`src/rtl/button_deb_multi_pkg.sv`:
```
// Shared constants and width helper for the multi-channel button debouncer.
package button_deb_multi_pkg;

  localparam int unsigned DEF_CLK_FREQ      = 95000;
  localparam int unsigned DEF_DEBOUNCE_MS   = 20;
  localparam int unsigned DEF_NB_BUTTONS    = 4;
  localparam int unsigned DEF_LONG_PRESS_MS = 1000;

  // Bits needed to hold values 0..max_val, never less than one.
  function automatic int unsigned cnt_width(input int unsigned max_val);
    int unsigned w;
    w = $clog2(max_val + 1);
    return (w < 1) ? 1 : w;
  endfunction

endpackage

```
`src/rtl/button_deb_chan.sv`:
```
// One button channel: synchroniser, debounce counter, hold counter and pulse outputs.
module button_deb_chan
  import button_deb_multi_pkg::*;
#(
  parameter int unsigned debounce_per_ms = DEF_DEBOUNCE_MS,
  parameter bit          active_low      = 1'b0,
  parameter int unsigned long_press_ms   = DEF_LONG_PRESS_MS
) (
  input  logic clk,
  input  logic rst,
  input  logic ms_tick,
  input  logic button_in,
  output logic button_valid,
  output logic press_pulse,
  output logic release_pulse,
  output logic long_press
);

  localparam int unsigned DW = cnt_width(debounce_per_ms);

  logic          sync1;
  logic          sync2;
  logic [DW-1:0] deb_cnt;
  logic          accept;

  assign accept = (sync2 != button_valid) && ms_tick &&
                  (deb_cnt == DW'(debounce_per_ms - 1));

  always_ff @(posedge clk) begin
    if (rst) begin
      sync1         <= 1'b0;
      sync2         <= 1'b0;
      deb_cnt       <= '0;
      button_valid  <= 1'b0;
      press_pulse   <= 1'b0;
      release_pulse <= 1'b0;
    end else begin
      sync1         <= button_in ^ active_low;
      sync2         <= sync1;
      press_pulse   <= accept && !button_valid;
      release_pulse <= accept && button_valid;
      if (sync2 == button_valid)
        deb_cnt <= '0;
      else if (ms_tick)
        deb_cnt <= accept ? '0 : deb_cnt + 1'b1;
      if (accept)
        button_valid <= ~button_valid;
    end
  end

  generate
    if (long_press_ms == 0) begin : g_no_long
      assign long_press = 1'b0;
    end else begin : g_long
      localparam int unsigned HW = cnt_width(long_press_ms);

      logic [HW-1:0] hold_cnt;
      logic          hold_done;

      // Saturation at long_press_ms makes hold_done fire only once per press.
      assign hold_done = ms_tick && button_valid &&
                         (hold_cnt == HW'(long_press_ms - 1));

      always_ff @(posedge clk) begin
        if (rst) begin
          hold_cnt   <= '0;
          long_press <= 1'b0;
        end else begin
          long_press <= hold_done && !accept;
          if (!button_valid)
            hold_cnt <= '0;
          else if (ms_tick && (hold_cnt != HW'(long_press_ms)))
            hold_cnt <= hold_cnt + 1'b1;
        end
      end
    end
  endgenerate

endmodule

```
`src/rtl/button_deb_multi.sv`:
```
// Multi-channel button debouncer: one shared ms prescaler feeding nb_buttons channels.
module button_deb_multi
  import button_deb_multi_pkg::*;
#(
  parameter int unsigned clk_freq        = DEF_CLK_FREQ,
  parameter int unsigned debounce_per_ms = DEF_DEBOUNCE_MS,
  parameter int unsigned nb_buttons      = DEF_NB_BUTTONS,
  parameter bit          active_low      = 1'b0,
  parameter int unsigned long_press_ms   = DEF_LONG_PRESS_MS
) (
  input  logic                  clk,
  input  logic                  rst,
  input  logic [nb_buttons-1:0] button_in,
  output logic [nb_buttons-1:0] button_valid,
  output logic [nb_buttons-1:0] press_pulse,
  output logic [nb_buttons-1:0] release_pulse,
  output logic [nb_buttons-1:0] long_press
);

  localparam int unsigned PW = cnt_width(clk_freq - 1);

  logic [PW-1:0] presc;
  logic          ms_tick;

  assign ms_tick = (presc == PW'(clk_freq - 1));

  always_ff @(posedge clk) begin
    if (rst)
      presc <= '0;
    else if (ms_tick)
      presc <= '0;
    else
      presc <= presc + 1'b1;
  end

  generate
    for (genvar i = 0; i < nb_buttons; i++) begin : g_chan
      button_deb_chan #(
        .debounce_per_ms(debounce_per_ms),
        .active_low     (active_low),
        .long_press_ms  (long_press_ms)
      ) u_chan (
        .clk          (clk),
        .rst          (rst),
        .ms_tick      (ms_tick),
        .button_in    (button_in[i]),
        .button_valid (button_valid[i]),
        .press_pulse  (press_pulse[i]),
        .release_pulse(release_pulse[i]),
        .long_press   (long_press[i])
      );
    end
  endgenerate

endmodule
```
`config.mk`:
```
export PLATFORM = sky130hd
export DESIGN_NAME = button_deb_multi
export DESIGN_NICKNAME = d
export VERILOG_FILES = /design/src/rtl/button_deb_multi_pkg.sv /design/src/rtl/button_deb_chan.sv /design/src/rtl/button_deb_multi.sv
export SDC_FILE = /design/constraint.sdc
export NUM_CORES = 1
export LEC_CHECK = 0
export ABC_AREA = 1
export BUFFER_PORTS_ARGS = -buffer_cell sky130_fd_sc_hd__buf_2
export CAP_MARGIN = 30
export CORE_ASPECT_RATIO = 0.8
export CORE_MARGIN = 2
export CORE_UTILIZATION = 54
export DETAILED_ROUTE_END_ITERATION = 6
export PLACE_DENSITY = 0.79
export SETUP_SLACK_MARGIN = 0.1
export SLEW_MARGIN = 40
export SYNTH_ARGS = -nofsm -noshare
export SYNTH_HDL_FRONTEND = slang
export SYNTH_SLANG_ARGS = --single-unit
```
`constraint.sdc`:
```
create_clock -name clk -period 1.5 [get_ports clk]
set_input_delay 0.225 -clock clk [delete_from_list [all_inputs] [get_ports clk]]
set_output_delay 0.225 -clock clk [all_outputs]
set_load 0.01 [all_outputs]
```
Word level (Yosys, flattened, before mapping)

Cells that the tools add are included.

Register bits after elaboration: 101
Input port bits: 6
Output and inout port bits: 16
Logic and storage cells: 120

Add/subtract/negate cells: 9
Eq/ne operators: 21
Muxes and demuxes: 4
Bitwise logic cells: 4
Reductions and logical operators: 49

Operators by type and width:

| kind                                           | count |
|---|---|
| adder 10 x 1 -> 10 bit (second input constant) | 4 |
| == test 10 bit (second input constant)         | 4 |
| inequality test 10 bit (second input constant) | 4 |
| logical AND 1 bit                              | 32 |
| adder 5 x 1 -> 5 bit (second input constant)   | 4 |
| == test 5 bit (second input constant)          | 4 |
| two-way mux 5 bit                              | 4 |
| OR reduction 2 bit                             | 9 |
| adder 17 x 1 -> 17 bit (second input constant) | 1 |
| == test 17 bit (second input constant)         | 1 |
| zero test 1 bit                                | 8 |
| == test 1 bit                                  | 4 |
| inequality test 1 bit                          | 4 |
| inverter 1 bit                                 | 4 |

Logic depth before layout (Yosys ltp)

Word-level depth: 5
Gate-level depth with buffers: 11
Depth with buffers taken out: 11

By module

From an unflattened synthesis, not the netlist that was laid out.

Cells, all modules: 687
Area total of the unflattened synthesis: 4870.9 µm²

Modules (own cells, without submodules):

| module           | instances | cells an instance | area an instance (µm²) | sequential area each (µm²) |
|---|---|---|---|---|
| button_deb_chan  | 4         | 138               | 993.5                  | 420.4 |
| button_deb_multi | 1         | 135               | 897.1                  | 340.3 |

Worst setup path before layout

No wires, ideal clock.

Path kind: reg-to-reg
Start point: register presc[0]
End point: register g_chan[1].u_chan.g_long.hold_cnt[8]
Library setup time: 0.115 ns
Arrival: 1.367 ns
Required time: 1.385 ns
Path slack: 0.018 ns
Stages on the path, launching flop included: 10
Path buffers: 1
Period minus slack after synthesis: 1.482 ns
Path through: dfxtp_1 > ha_1 > nand2_2 > nor2_2 > nand2_1 > nor2_4 > buf_6 > nand3_1 > o21ai_1 > nor2_1

Word-level cells in the longest chain between the ends: 2

RTL lines:

| item                   | RTL line               | text |
|---|---|---|
| from (decl)            | button_deb_multi.sv:22 | `logic [PW-1:0] presc;` |
| from (signal assigned) | button_deb_multi.sv:33 | `presc <= presc + 1'b1;` |
| == test 17 bit         | button_deb_multi.sv:25 | `assign ms_tick = (presc == PW'(clk_freq - 1));` |
| logical AND 1 bit      | button_deb_chan.sv:72  | `else if (ms_tick && (hold_cnt != HW'(long_press_ms)))` |
| to (signal assigned)   | button_deb_chan.sv:73  | `hold_cnt <= hold_cnt + 1'b1;` |
| to (decl)              | button_deb_chan.sv:57  | `logic [HW-1:0] hold_cnt;` |

No other way between the ends.
A chain may end at the register's enable or synchronous reset.

Worst setup path in the final report

Start point: register presc[1]
End point: register g_chan[0].u_chan.deb_cnt[4]

Word-level cells in the longest chain between the ends: 4

RTL lines:

| item                            | RTL line               | text |
|---|---|---|
| == test 17 bit *                | button_deb_multi.sv:25 |  |
| logical AND 1 bit (2 in series) | button_deb_chan.sv:26  | `assign accept = (sync2 != button_valid) && ms_tick &&` |
| two-way mux 5 bit               | button_deb_chan.sv:45  | `deb_cnt <= accept ? '0 : deb_cnt + 1'b1;` |
| to (signal assigned)            | button_deb_chan.sv:45  |  |
| to (decl)                       | button_deb_chan.sv:23  | `logic [DW-1:0] deb_cnt;` |

Mark *: on every way between the ends. The rest lies on a longest branch, timed or not.

==> impl_metrics.csv <==
group,metric,value,unit
run_status,status,"complete, but fails checks",
run_status,violated_checks,"setup timing",
routing,avgRoutedWirePerCell,16.2,µm
power,seq_power_share,50.7,%
timing,slew_headroom,65.6,%
finish,n_fill_cell,617,
timing,timing.hold.ws,0.0803,ns
synth,netlist_instances,759,
power,power-per-cell-area,754,nW/µm²
setup_path,worstSetupEndpoint,"g_chan[0].u_chan.deb_cnt[4]",
finish,drive_above_1_share,34.2,%
timing,final_sum_of_negative_setup_slack,-5.61,ns
power,p_int,4250,µW
setup_path,timing.critical_path.required,1.76,ns
synth,ys.warnings.count,0,
cts,tritoncts,"built",
timing,timing_hold_violations_final,0,
setup_path,ff2ff_path_depth,11,
power,p_leak,0.00276,µW
setup_path,critical_path.startpoint_type,"flop",
finish,ff_latch_area,2050,µm²
timing,post-route-period-util,115,%
routing,routed_via_density,5.63,
synth,proportion_of_synthesized_chip_area_in_sequential_cells,38.8,%
setup_path,crit_slowest_cell,"dfxtp_2",
routing,detailroute.via_count,5497,
timing,post-route-min-period,1.72,ns
routing,dr.pass1.iters,5,
placed_design,dp_hpwl,8.82,mm
die,rows,32,
routing,post-route-drc-count,0,
placed_design,place.gp.congestion,0.949,
setup_path,cpPeakStageDelay,0.36,ns
synth,synth_fp_nets,778,
grt,globalRouteTotalUtil,26.6,%
setup_path,worstSetupPathType,"reg2reg",
grt,grt_max_degree,16,
timing,clock-skew-final,0.00917,ns
routing,drt-total-wl,15.8,mm
finish,flow.area_growth_from_synthesis,35.8,%
finish,final_area,7070,µm²
setup_path,cells_traversed_along_the_worst_timing_path,"ha_4 -> nand2_4 -> nor2_4 -> nand2_2 -> nor2_8 -> buf_4 -> buf_12 -> nand4_1 -> nand2_1 -> nand2_1 -> nor2_1",
power,vdd_ir_drop_max,0.000624,V
die,design.core.area,9530,µm²
placed_design,port_buffers,21,
cts,number_of_sinks_on_the_clock_net,101,
die,initial_core_util,54.7,%
die,chipHeight,91.8,µm
cts,clkLatencyLatePin,0.35,ns
finish,antenna_cells_inserted,0,
routing,postRouteAntennaNets,0,
die,chipWidth,114,µm
worst_hold_path,min_path_type,"in2reg",
setup_path,worstSetupEndpointType,"flop",
grt,grt_pass1_wl,22.5,mm
grt,antenna_found_initial,0,
synth,yosys_register_bits,101,
power,fraction_of_power_spent_switching_nets,20.4,%
timing,setup-violations-final,77,
timing,fmax,581,MHz
cts,clk_path_buf_depth,2,
synth,synthDistinctLibCells,35,
setup_path,r2r_start,"presc[1]",
setup_path,cp_max_fo,6,
finish,multi_input_area,3220,µm²
die,die_area,10500,µm²
finish,final_net_count,872,
timing,fin_ws,-0.221,ns
grt,globalRoute.totalOverflow,0,
timing,worst_slew_pin_slew,0.514,ns
cts,cts_root_buf,"clkbuf_16",
timing,rsz_0062_raised_after_global_routing,"true",
setup_path,reg2reg_setup_slack,-0.22,ns
placed_design,preCtsSetupSlack,-0.125,ns
synth,synth_area_per_cell,6.86,µm²
setup_path,timing.critical_path.from,"presc[1]",
job,max-cap-violations,0,
cts,cts.htree.levels,3,
timing,finalMaxSlewViolations,0,
setup_path,timing.critical_path.arrival,1.98,ns
cts,clkTransAtPathRegs,0.07,ns
power,clock_power_share,46.8,%
routing,number_of_drc_markers_after_the_initial_detailed_route_iteration,487,
power,net-switching-power,1090,µW
placed_design,dpl_cell_area,5800,µm²
cts,cts-buffers-inserted,9,
grt,vias_in_the_first_global_route,5088,
setup_path,timing.rr.end,"g_chan[0].u_chan.deb_cnt[4]",
synth,syn-cell-area,5210,µm²
power,p_comb_share,2.4,%
die,top_level_ports,22,
setup_path,cpMostUsedCell,"nand2_1",
-- per-layer routing --
layer	up-vias	wire length (µm)	track usage (%)
met2	249	8000	47.4
met5	-	0	0
met3	62	1020	5.35
li1	2586	-	-
met4	0	554	9.96
met1	2600	6210	31.5
-- stage by stage --
step | util [%] | total power [µW] | cells
floorplan | - | 2820 | 759
global placement | 60.8 | 2850 | 932
detailed placement | 60.8 | 2860 | 932
CTS | 69.9 | 5310 | 962
global route | 74.2 | 5470 | 976
finish | 74.2 | 5340 | 976
-- logic make-up (layout without fill, tap and decap cells) --
family                   Yosys count  after routing  synth area share [%]
buffers and inverters            131            229                  11.1
AO/OA/AOI/OAI                     71             71                  6.99
XOR/XNOR                          23             23                  3.87
adder cells (fa/ha/maj)           13             13                  3.12
flip-flops                       101            101                  38.8
AND/OR/NAND/NOR                  420            420                  36.1
-- how the worst min path moves through the flow --
| stage | from | endpoint | slack [ns] | cells after the start |
|---|---|---|---|---|
| 6_report | button_in[0] | g_chan[0].u_chan.sync1 | 0.08 | 3 |
| 5_1_grt | button_in[2] | g_chan[2].u_chan.sync1 | 0.08 | 3 |
| 4_1_cts | button_in[0] | g_chan[0].u_chan.sync1 | 0.08 | 3 |
| 3_5_place_dp | g_chan[1].u_chan.sync1 | g_chan[1].u_chan.sync2 | 0.39 | 2 |
| 3_3_place_gp | g_chan[3].u_chan.sync1 | g_chan[3].u_chan.sync2 | 0.39 | 2 |
| 2_1_floorplan | button_in[0] | g_chan[0].u_chan.sync1 | 0.33 | 2 |
-- area by class of cell --
type,count,share of cell area [%]
clock inverters,4,1.03
multi-input cells,527,45.5
clock buffers,11,3.43
repair buffers,107,13.3
inverters,107,5.73
well taps,119,2.10
flip-flops and latches,101,29.0
-- synthesized netlist by cell type, drive strengths merged --
master,instances,area share [%]
a21oi,40,3.8
and3,2,0.24
buf,24,3.4
clkinv,1,0.072
dfxtp,101,39
ha,13,3.1
inv,106,7.6
nand2,177,13
nand3,57,5.7
nand3b,1,0.14
nand4,18,2.4
nor2,126,10
nor3,29,2.9
nor3b,5,0.72
o2111ai,1,0.17
o211ai,1,0.14
o21ai,28,2.7
o21bai,1,0.14
or2,5,0.60
xnor2,8,1.3
xor2,15,2.5
-- critical path, delay by kind of cell (launching register included) --
kind / cells / cell delay, ns
fa+ha+maj: 1 / 0.16
buf+inv: 2 / 0.25
flops: 1 / 0.36
simple gates: 8 / 0.87
-- flip-flops by register name, indices dropped and copies added (netlist names) --
name,count
g_chan.u_chan.g_long.hold_cnt,40
g_chan.u_chan.button_valid,4
g_chan.u_chan.long_press,4
g_chan.u_chan.release_pulse,4
g_chan.u_chan.sync1,4
presc,17
g_chan.u_chan.press_pulse,4
g_chan.u_chan.sync2,4
g_chan.u_chan.deb_cnt,20
-- cell usage in the layout, fill, tap and decap left out, drive strengths merged --
| cell | n |
|---|---|
| nor3 | 29 |
| dfxtp | 101 |
| a21oi | 40 |
| bufinv | 2 |
| nand3b | 1 |
| and3 | 2 |
| inv | 105 |
| nor3b | 5 |
| nand4 | 18 |
| xnor2 | 8 |
| o2111ai | 1 |
| nor2 | 126 |
| nand3 | 57 |
| clkinvlp | 2 |
| nand2 | 177 |
| xor2 | 15 |
| clkbuf | 12 |
| o21ai | 28 |
| clkinv | 2 |
| ha | 13 |
| o21bai | 1 |
| o211ai | 1 |
| or2 | 5 |
| buf | 105 |
| bufbuf | 1 |
-- power by group through the flow --
stage               sequential [µW]  combinational, µW  clock, µW
floorplan                      2770               52.7          0
detailed placement             2770               89.6          0
global placement               2770               85.4          0
CTS                            2710               97.9       2510
finish                         2710                130       2500
global route                   2710                140       2630
-- timing repair --
action / CTS / global route
hold buffers: 0 / 0
gates resized for setup: 120 / 85
setup buffers: 14 / 13
gates cloned: 1 / 1
pin swaps: 25 / 19
endpoints found under the setup margin: 88 / 93
Note: power is estimated with default switching activity, not from simulation.
